`config.mk`:
```
export PLATFORM = sky130hd
export DESIGN_NAME = vc_fifo_bank
export DESIGN_NICKNAME = d
export VERILOG_FILES = /design/src/rtl/vc_fifo_bank.sv
export SDC_FILE = /design/constraint.sdc
export NUM_CORES = 1
export LEC_CHECK = 0
export ABC_AREA = 1
export BUFFER_PORTS_ARGS = -buffer_cell sky130_fd_sc_hd__buf_2
export CAP_MARGIN = 20
export CORE_MARGIN = 4
export CORE_UTILIZATION = 45
export DETAILED_ROUTE_END_ITERATION = 10
export GPL_TIMING_DRIVEN = 0
export PLACE_DENSITY = 0.68
export SLEW_MARGIN = 15
export SYNTH_ARGS = -nofsm -noshare
export SYNTH_HDL_FRONTEND = slang
export SYNTH_SLANG_ARGS = --single-unit
export TNS_END_PERCENT = 1
```
`constraint.sdc`:
```
create_clock -name clk -period 3.8 [get_ports clk]
set_input_delay 0.19 -clock clk [delete_from_list [all_inputs] [get_ports clk]]
set_output_delay 0.19 -clock clk [all_outputs]
set_load 0.005 [all_outputs]
```
`src/rtl/vc_fifo_bank.sv`:
```
// Multi-channel virtual-channel FIFO bank: NUM_VC independent FIFOs sharing
// one storage array, one write port and one read port.
module vc_fifo_bank #(
  parameter int DATA_SIZE  = 6,
  parameter int DEPTH_LOG2 = 4,
  parameter int NUM_VC     = 2,
  parameter int VC_W       = (NUM_VC > 1) ? $clog2(NUM_VC) : 1,
  parameter int CW         = DEPTH_LOG2 + 1
) (
  input  logic                   clk,
  input  logic                   reset,
  input  logic                   push,
  input  logic [VC_W-1:0]        push_vc,
  input  logic [DATA_SIZE-1:0]   data_in,
  input  logic                   pop,
  input  logic [VC_W-1:0]        pop_vc,
  input  logic [CW-1:0]          af_thresh,
  input  logic [CW-1:0]          ae_thresh,
  input  logic [NUM_VC-1:0]      err_clr,
  output logic [DATA_SIZE-1:0]   data_out,
  output logic                   data_valid,
  output logic [NUM_VC-1:0]      empty,
  output logic [NUM_VC-1:0]      full,
  output logic [NUM_VC-1:0]      almost_full,
  output logic [NUM_VC-1:0]      almost_empty,
  output logic [NUM_VC-1:0]      pause,
  output logic [NUM_VC-1:0]      error,
  output logic [NUM_VC*CW-1:0]   count
);

  localparam int DEPTH = 2 ** DEPTH_LOG2;
  localparam int AW    = VC_W + DEPTH_LOG2;

  logic [DATA_SIZE-1:0]  mem [NUM_VC*DEPTH];
  logic [DEPTH_LOG2-1:0] wr_ptr [NUM_VC];
  logic [DEPTH_LOG2-1:0] rd_ptr [NUM_VC];
  logic [CW-1:0]         cnt [NUM_VC];
  logic [CW-1:0]         cnt_nxt [NUM_VC];
  logic [NUM_VC-1:0]     push_ok, pop_ok, err_set, pause_nxt;
  logic [AW-1:0]         wr_addr, rd_addr;

  // Per-channel acceptance, error events, next occupancy and next pause.
  // Out-of-range channel IDs match no channel, so they are silently ignored.
  always_comb begin
    push_ok   = '0;
    pop_ok    = '0;
    err_set   = '0;
    pause_nxt = '0;
    wr_addr   = '0;
    rd_addr   = '0;
    cnt_nxt   = '{default: '0};
    for (int unsigned i = 0; i < NUM_VC; i++) begin
      pop_ok[i]  = pop && (pop_vc == VC_W'(i)) && (cnt[i] != '0);
      // A full channel still accepts a push when it is popped in the same cycle.
      push_ok[i] = push && (push_vc == VC_W'(i)) &&
                   ((cnt[i] != CW'(DEPTH)) || pop_ok[i]);
      err_set[i] = (push && (push_vc == VC_W'(i)) && !push_ok[i]) ||
                   (pop  && (pop_vc  == VC_W'(i)) && !pop_ok[i]);
      cnt_nxt[i] = cnt[i] + CW'(push_ok[i]) - CW'(pop_ok[i]);
      if (cnt_nxt[i] >= af_thresh)
        pause_nxt[i] = 1'b1;
      else if (cnt_nxt[i] <= ae_thresh)
        pause_nxt[i] = 1'b0;
      else
        pause_nxt[i] = pause[i];
      if (push_ok[i]) wr_addr = {VC_W'(i), wr_ptr[i]};
      if (pop_ok[i])  rd_addr = {VC_W'(i), rd_ptr[i]};
    end
  end

  // Shared storage write; contents are deliberately not reset.
  always_ff @(posedge clk) begin
    if (|push_ok) mem[wr_addr] <= data_in;
  end

  // Pointers, counts, pause, sticky errors and registered read data.
  always_ff @(posedge clk) begin
    if (reset) begin
      for (int unsigned i = 0; i < NUM_VC; i++) begin
        wr_ptr[i] <= '0;
        rd_ptr[i] <= '0;
        cnt[i]    <= '0;
      end
      pause      <= '0;
      error      <= '0;
      data_valid <= 1'b0;
      data_out   <= '0;
    end else begin
      for (int unsigned i = 0; i < NUM_VC; i++) begin
        if (push_ok[i]) wr_ptr[i] <= wr_ptr[i] + 1'b1;
        if (pop_ok[i])  rd_ptr[i] <= rd_ptr[i] + 1'b1;
        cnt[i] <= cnt_nxt[i];
      end
      pause      <= pause_nxt;
      // A new error event outranks a coincident clear.
      error      <= err_set | (error & ~err_clr);
      data_valid <= |pop_ok;
      if (|pop_ok) data_out <= mem[rd_addr];
    end
  end

  // Combinational status flags and flattened occupancy.
  always_comb begin
    empty        = '0;
    full         = '0;
    almost_full  = '0;
    almost_empty = '0;
    count        = '0;
    for (int unsigned i = 0; i < NUM_VC; i++) begin
      empty[i]          = (cnt[i] == '0);
      full[i]           = (cnt[i] == CW'(DEPTH));
      almost_full[i]    = (cnt[i] >= af_thresh);
      almost_empty[i]   = (cnt[i] <= ae_thresh) && (cnt[i] != '0);
      count[i*CW +: CW] = cnt[i];
    end
  end

endmodule

```
* After elaboration in Yosys (flattened, before gate mapping) *
Memory sizes are Yosys's and may differ from the RTL's. A register that Yosys moved wholly into a read port is not among the register bits.
Index checks and enable logic that the tools add are counted.

operators by class
  bitwise gates (word level) = 11
  $add $sub $neg = 8
  muxes and demuxes = 31
  $lt $le $gt $ge = 8
  equality and inequality tests = 4
  reductions and logical operators = 30

operators by type and width
  kind                                                           number
  4-bit 2-to-1 mux                                               6
  1-bit 2-to-1 mux                                               21
  5-bit >= comparator                                            4
  5-bit <= comparator                                            4
  5-bit 2-to-1 mux                                               4
  4-bit by 1-bit adder with 4-bit output, second input constant  4
  1-bit logical AND                                              14
  5-bit by 1-bit adder with 5-bit output                         2
  5-bit == test, second input constant                           2
  5-bit logical NOT                                              2
  5-bit != test, second input constant                           2
  5-bit nonzero test                                             2
  5-bit by 1-bit subtractor with 5-bit output                    2
  1-bit OR                                                       6
  1-bit logical NOT                                              4
  1-bit logical OR                                               4
  2-bit nonzero test                                             2
  2-bit OR reduction                                             2
  2-bit bitwise AND                                              1
  1-bit inverter                                                 2
  2-bit inverter                                                 1
  2-bit OR                                                       1

word-level totals
  memories kept = 4
  bits in writable memories = 218
  bits in registers = 5
  output and inout bits = 29

memories
  name    depth  bits a word  read ports  clocked after memory_dff  write ports  RTL line  RTL
  mem     32     6            1           1                         1            34        logic [DATA_SIZE-1:0] mem [NUM_VC*DEPTH];
  cnt     2      5            2           0                         2            37        logic [CW-1:0] cnt [NUM_VC];
  rd_ptr  2      4            2           0                         2            36        logic [DEPTH_LOG2-1:0] rd_ptr [NUM_VC];
  wr_ptr  2      4            2           0                         2            35        logic [DEPTH_LOG2-1:0] wr_ptr [NUM_VC];

* Logic depth before layout (Yosys ltp) *
Gate-level depths: netlist of the first run.

  depth in word-level cells = 10
  mapped depth = 23
  depth with buffers taken out = 23

* Worst setup path after synthesis of the first run *
Ideal clock, no wire load.

  path kind = register to register
  start point = mem cnt[0][3] (netlist name)
  end point = reg pause[0]
  buffers on the path = 0
  data arrival time = 3081 ps
  slack = 600 ps
  clock period less this slack = 3200 ps
  cell stages (with the launch flop) = 22
  required time = 3681 ps
  setup time = 119 ps
  path through = dfxtp_1 inv_1 ha_1 nand3_2 nand2_2 inv_1 nand2_1 nand2_1 ha_1 fa_1 nand2_1 inv_1 nor2_1 o21bai_1 xor2_1 inv_1 ha_1 a21oi_1 o221a_2 nor2_1 o31ai_1 inv_1

RTL lines
  element                 RTL line  RTL
  start: declaration      37
  end signal: assignment  94        pause <= pause_nxt;
  end: declaration        26        output logic [NUM_VC-1:0] pause,

==> reports/results.ini, run 1 <==
[floorplanning]
dieArea_mm2=0.02801
core_area_mm2=0.02511
rows=58
fp.dieW_um=167.4
start_util=0.4552
ios=53
die_h_um=167.4

[timing]
tns_ns=0
rsz0062_at_grt=false
finClkSkew_ns=0.03031
max_clock_freq_mhz=286.9
fin_hold_ws_ns=0.07625
layout_min_cycle_time_ns=3.486
setup_viol=0
worst_pin_slew_ns=0.7889
maxSlewViolCount=0
post-route-period-util=0.9173
finalHoldViolations=0
max-slew-margin-rel=0.4741

[yosys]
synth-edff-count=208
yosysWarnings=0
synth_top_area_share=0.5465
ys_top_cells_by_area=edfxtp_1 55%, nand3_1 7.8%, nand2_1 6.7%
syn_inst=1120
synth_flop_cell=edfxtp_1
synth_top_area_cell=edfxtp_1
synthArstFlopShare=0
synth_area_per_cell_um2=10.20
ys_types=39
ys_ff_latch=229
ys_seq_area_frac=0.5833
syn-num-nets=1200
synth_area_mm2=0.01143

[clock_network]
clk_pin_slew_ns=0.06
h-tree-depth=1
numCtsBuffers=25
cts_tree=done
root_buffer=clkbuf_16
cts_buffer_depth=3
clock_latency_ns=0.55
cts.sinks=229

[worst_setup_path]
crit_path_end_kind=flop
cpPeakStageDelay_ns=0.38
crit_path_start_kind=flop
path_max_fanout=5
critical_path_class=flop to flop
crit_required_ns=4.21
worstPathArrival_ns=3.90
critPathBufInv=5
worstPathCellList=inv_1 > ha_1 > nand3_4 > nand2_4 > clkinvlp_4 > nand2_4 > nand2_1 > ha_1 > fa_1 > nand2_1 > inv_1 > nor2_1 > o21bai_1 > xor2_1 > inv_1 > ha_1 > a21oi_1 > o221a_2 > nor2_1 > o31ai_1 > inv_1
cp_slowest_cell=fa_1
r2r_slack_ns=0.31
critPathMostFrequentCell=inv_1
crit_family=adder cells

[final_layout]
final_cells=1557
drive_above_1_share=0.1377
fin_nets=1288
final_area_mm2=0.01300
ff_latch_area_mm2=0.006669
nFillCells=2235
num_antenna_cells=0
area_growth_pct=13.75
multiInputGateArea_mm2=0.003860

[placed_design]
gp_congestion=1.002
place_hpwl_mm=20.68
post_dp_cell_area_mm2=0.01210
placed_cells=1502
port_buffers=52

[routing]
drcViolationCount=0
avgRoutedWirePerCell_um=19.24
vias=8365
first_pass_iters=5
drt_iter0_markers=932
ant_nets=0
via_per_inst=5.373
routed_wl_mm=29.96

[job]
drv_cap=0

[hold_path]
hp-class=input pin to flop

[outcome]
status=completed

[power]
power.density_mw_per_mm2=614.1
ir_drop_v=0.0004669
power.total_mw=7.983
p_leak_nw=5.498

[grt]
grt_use_total=0.2118
grt-ovfl-total=0
grt_first_pass_wirelength_mm=46.23
antenna_found_initial=0
grt_max_degree=33
grt_pass1_vias=8107

==> layout by cell type, fill, tap and decap left out, drive strengths merged, types with 3 or more instances in the layout <==
cell type,synthesis,final
xnor2,6,6
nand3,182,182
clkinv,1,14
buf,43,100
dlygate4sd3,0,4
o22ai,3,3
o21a,6,6
dfxtp,21,21
a21oi,17,17
inv,179,179
edfxtp,208,208
nand3b,70,70
nor2,73,73
o21bai,7,7
clkbuf,2,33
nand2,208,208
ha,54,54
xor2,8,8
o211ai,7,7
o21ai,10,10
nand4,4,4
==> power breakdown <==
part	switching, mW	total (mW)	internal [mW]
registers	0.135	3.05	2.91
clock network	0.991	2.25	1.25
logic	1.66	2.69	1.03
total	2.79	7.98	5.19
==> per-stage QoR <==
stage	utilization	setup slack, ns
floorplan	-	0.6001
global placement	0.4820	0.1380
detailed placement	0.4820	0.1083
CTS	0.5137	0.08298
global route	0.5177	0.001957
finish	0.5177	0.3144
==> logic make-up after synthesis <==
kind of cell / share of synthesized area
adders and majority gates: 0.06262
buffers and inverters: 0.08375
AOI/OAI and AO/OA: 0.03328
and+or+nand+nor: 0.2263
DFF: 0.5833
xor gates and xnor gates: 0.01073
==> sequential cells by signal (all words and copies together), names as in the netlist <==
| signal | count |
|---|---|
| wr_ptr | 8 |
| pause | 2 |
| data_valid | 1 |
| error | 2 |
| data_out | 6 |
| cnt | 10 |
| rd_ptr | 8 |
| mem | 192 |
==> area by class of cell <==
cell class / count / share of cell area
flip-flops and latches: 229 / 0.5130
multi-input cells: 666 / 0.2969
clock inverters: 15 / 0.006737
plain buffers: 45 / 0.02156
well taps: 330 / 0.03176
inverters: 180 / 0.05265
repair buffers: 61 / 0.02599
clock buffers: 31 / 0.05140
==> worst reg2reg max path, delay by kind of cell (launching register included) <==
family / cells / cell delay, ns
and+or+nand+nor: 7 / 0.57
xor gates and xnor gates: 1 / 0.25
buffers and inverters: 5 / 0.42
DFF: 1 / 0.36
adders and majority gates: 4 / 1.12
AOI/OAI and AO/OA: 4 / 0.65
==> synth_stat cells, types with 10 or more instances <==
cell and instances:
nand3b_1 70, nor2_1 70, dfxtp_1 21, nand3_1 178, nand2_1 204, o21ai_0 10, ha_1 54, edfxtp_1 208
a21oi_1 17, buf_2 26, buf_4 11, inv_1 173
==> metal layers <==
| metal | wire [µm] | GRT usage | vias up |
|---|---|---|---|
| li1 | - | - | 3952 |
| met1 | 12480 | 0.2850 | 4016 |
| met2 | 14360 | 0.3594 | 329 |
| met3 | 2151 | 0.02738 | 68 |
| met4 | 971 | 0.06669 | 0 |
| met5 | 0 | 0 | - |
==> what timing repair did <==
item,4_1_cts,5_1_grt
endpoints found under the setup margin,0,2
setup buffers,0,5
hold buffers,4,0
gates resized for setup,0,19
hold endpoints to repair,3,0
==> final timing paths <==
kind / start / to / cells past startpoint
worst max-delay path: cnt[0][2] / pause[0] / 21
worst min-delay path: push_vc / error[1] / 5
worst max register to register: cnt[0][2] / pause[0] / 21
worst min register to register: error[1] / error[1] / 2
No activity file was read; power rests on OpenSTA's default activity.
==> inputs of run 2 (changes only) <==
--- a/config.mk
+++ b/config.mk
@@ -8,7 +8,7 @@
 export ABC_AREA = 1
 export BUFFER_PORTS_ARGS = -buffer_cell sky130_fd_sc_hd__buf_2
 export CAP_MARGIN = 20
-export CORE_MARGIN = 4
+export CORE_MARGIN = 2
 export CORE_UTILIZATION = 45
 export DETAILED_ROUTE_END_ITERATION = 10
 export GPL_TIMING_DRIVEN = 0
==> run 2 against run 1 <==
Against the previous run:
- via count increased by 0.47%
- global-route usage increased by 1.3 points
- die area decreased by 4.7%
- worst setup slack got worse by 0.16 ns
- sequential power about the same
- critical path type unchanged
==> reports/results.ini, run 2 (synthesized netlist as in run 1, its figures left out) <==
[clock_network]
h-tree-depth=1
numCtsBuffers=25
cts.sinks=229
root_buffer=clkbuf_16
cts_tree=done
clock_latency_ns=0.54
cts_buffer_depth=3
clk_pin_slew_ns=0.06

[power]
p_switching_mw=2.793
power.density_mw_per_mm2=632.1
clockPowerShare=0.307
comb_power_share=0.326
intPower_mw=5.475
ir_drop_v=0.0005496
seq_power_share=0.367
p_leak_nw=5.537
power.share.switching=0.3378
power.total_mw=8.268

[grt]
grt_max_degree=33
grt_use_total=0.2248
grt_pass1_vias=7936
grt-ovfl-total=0
antenna_found_initial=1
grt_first_pass_wirelength_mm=45.00

[hold_path]
hp-class=input pin to flop
hold_end=error[1]
hp-start=push_vc
whs_path_depth=5

[timing]
max-slew-margin-rel=0.5046
max_clock_freq_mhz=274.4
setup_viol=0
worst_pin_slew_ns=0.7432
rsz0062_at_grt=true
layout_min_cycle_time_ns=3.644
finalHoldViolations=0
post-route-period-util=0.9590
finClkSkew_ns=0.02938
maxSlewViolCount=0

[worst_setup_path]
crit_path_end_kind=flop
reg2regPathDepth=22
worstPathArrival_ns=4.05
crit_path_start_kind=flop
reg2reg_to=pause[1]
crit_required_ns=4.21
critical_path_class=flop to flop
path_max_fanout=6
r2r_start=cnt[0][7]
r2r_slack_ns=0.16

[placed_design]
port_buffers=52
placed_cells=1502
gp_congestion=0.9269
place_hpwl_mm=20.49

[routing]
met1_length_mm=12.11
vias=8404
dr_wl_met3_mm=2.516
top_layer=met4
avgRoutedWirePerCell_um=19.29
ant_nets=0
route.met2.wl_mm=14.36
routed_wl_mm=30.05
first_pass_iters=6
drcViolationCount=0
drt_iter0_markers=911
via_per_inst=5.394

[final_layout]
reg.largest.list=mem x192, cnt x10
largest-register=mem
drive_above_1_share=0.1327
num_antenna_cells=0
final_cells=1558
nFillCells=2195
layout_commonest_cell=edfxtp_1
fin_nets=1290
largest_reg_flops=192
area_growth_pct=14.45
final_cell_mix=208 x edfxtp_1, 202 x nand2_1, 178 x nand3_1, 171 x inv_1, 78 x buf_2

[floorplanning]
ios=53
die_h_um=163.4
rows=58
core_area_mm2=0.02504
dieArea_mm2=0.02669
start_util=0.4565
fp.dieW_um=163.4

[outcome]
status=completed

[job]
drv_cap=0

[run 2: how the worst max path moves through the flow]
| stage | startpoint | endpoint | cells past startpoint |
|---|---|---|---|
| after floorplan | cnt[0][3] | pause[0] | 21 |
| after global placement | cnt[0][8] | pause[1] | 22 |
| after detailed placement | cnt[0][8] | pause[1] | 22 |
| after CTS | cnt[0][7] | pause[1] | 22 |
| after global routing | cnt[0][7] | pause[1] | 22 |
| final | cnt[0][7] | pause[1] | 22 |
[run 2: cell type report]
class / count / area (µm²) / share of cell area
clock buffer: 30 / 644.4 / 0.04926
tap: 330 / 412.9 / 0.03157
inverter: 180 / 684.4 / 0.05232
multi-input combinational: 666 / 3832 / 0.2930
clock inverter: 15 / 206.4 / 0.01578
timing repair buffer: 63 / 352.8 / 0.02698
sequential: 229 / 6666 / 0.5097
buffer: 45 / 280.3 / 0.02143
[run 2: worst max-delay path, stage by stage, from the launching register on]
cell	delay, ns
dfxtp_1	0.37
inv_1	0.11
ha_2	0.23
nand3_4	0.14
nand2_4	0.13
clkinvlp_4	0.17
nand2_2	0.14
o21ai_0	0.10
ha_1	0.24
fa_1	0.39
nand2_1	0.07
inv_1	0.06
nor2_1	0.10
o21bai_1	0.10
xnor2_1	0.18
inv_1	0.09
ha_1	0.32
a21oi_1	0.15
o221ai_1	0.13
a31oi_1	0.14
nand2_1	0.07
nand2_1	0.05
inv_1	0.04
[run 2: what timing repair did]
| item | CTS | global route |
|---|---|---|
| resized for setup | 0 | 8 |
| setup buffers | 0 | 7 |
| setup endpoints to repair | 0 | 2 |
| hold buffers | 4 | 0 |
| hold endpoints to repair | 3 | 0 |
[run 2: layer usage]
layer  GRT usage  up-vias
li1            -     3959
met1      0.3008     3995
met2      0.3780      371
met3     0.03174       79
met4     0.07361        0
met5           0        -
[run 2: stage by stage]
step	utilization	hold slack (ns)	cell area, µm²	setup WS [ns]	setup TNS (ns)
2_1_floorplan	-	0.2692	11430	0.6001	0
3_3_place_gp	0.4834	0.3892	12100	0.09235	0
3_5_place_dp	0.4834	0.3932	12100	0.03774	0
4_1_cts	0.5189	0.09293	12990	0.02115	0
5_1_grt	0.5224	0.1407	13080	-0.1220	-0.1251
6_report	0.5224	0.1243	13080	0.1560	0
[run 2: power by group through the flow]
stage	Sequential [mW]	Clock [mW]	Combinational [mW]
floorplan	3.06	0	1.78
global placement	3.09	0	2.51
detailed placement	3.09	0	2.57
CTS	3.04	2.56	2.60
global route	3.06	2.65	3.00
finish	3.04	2.54	2.69
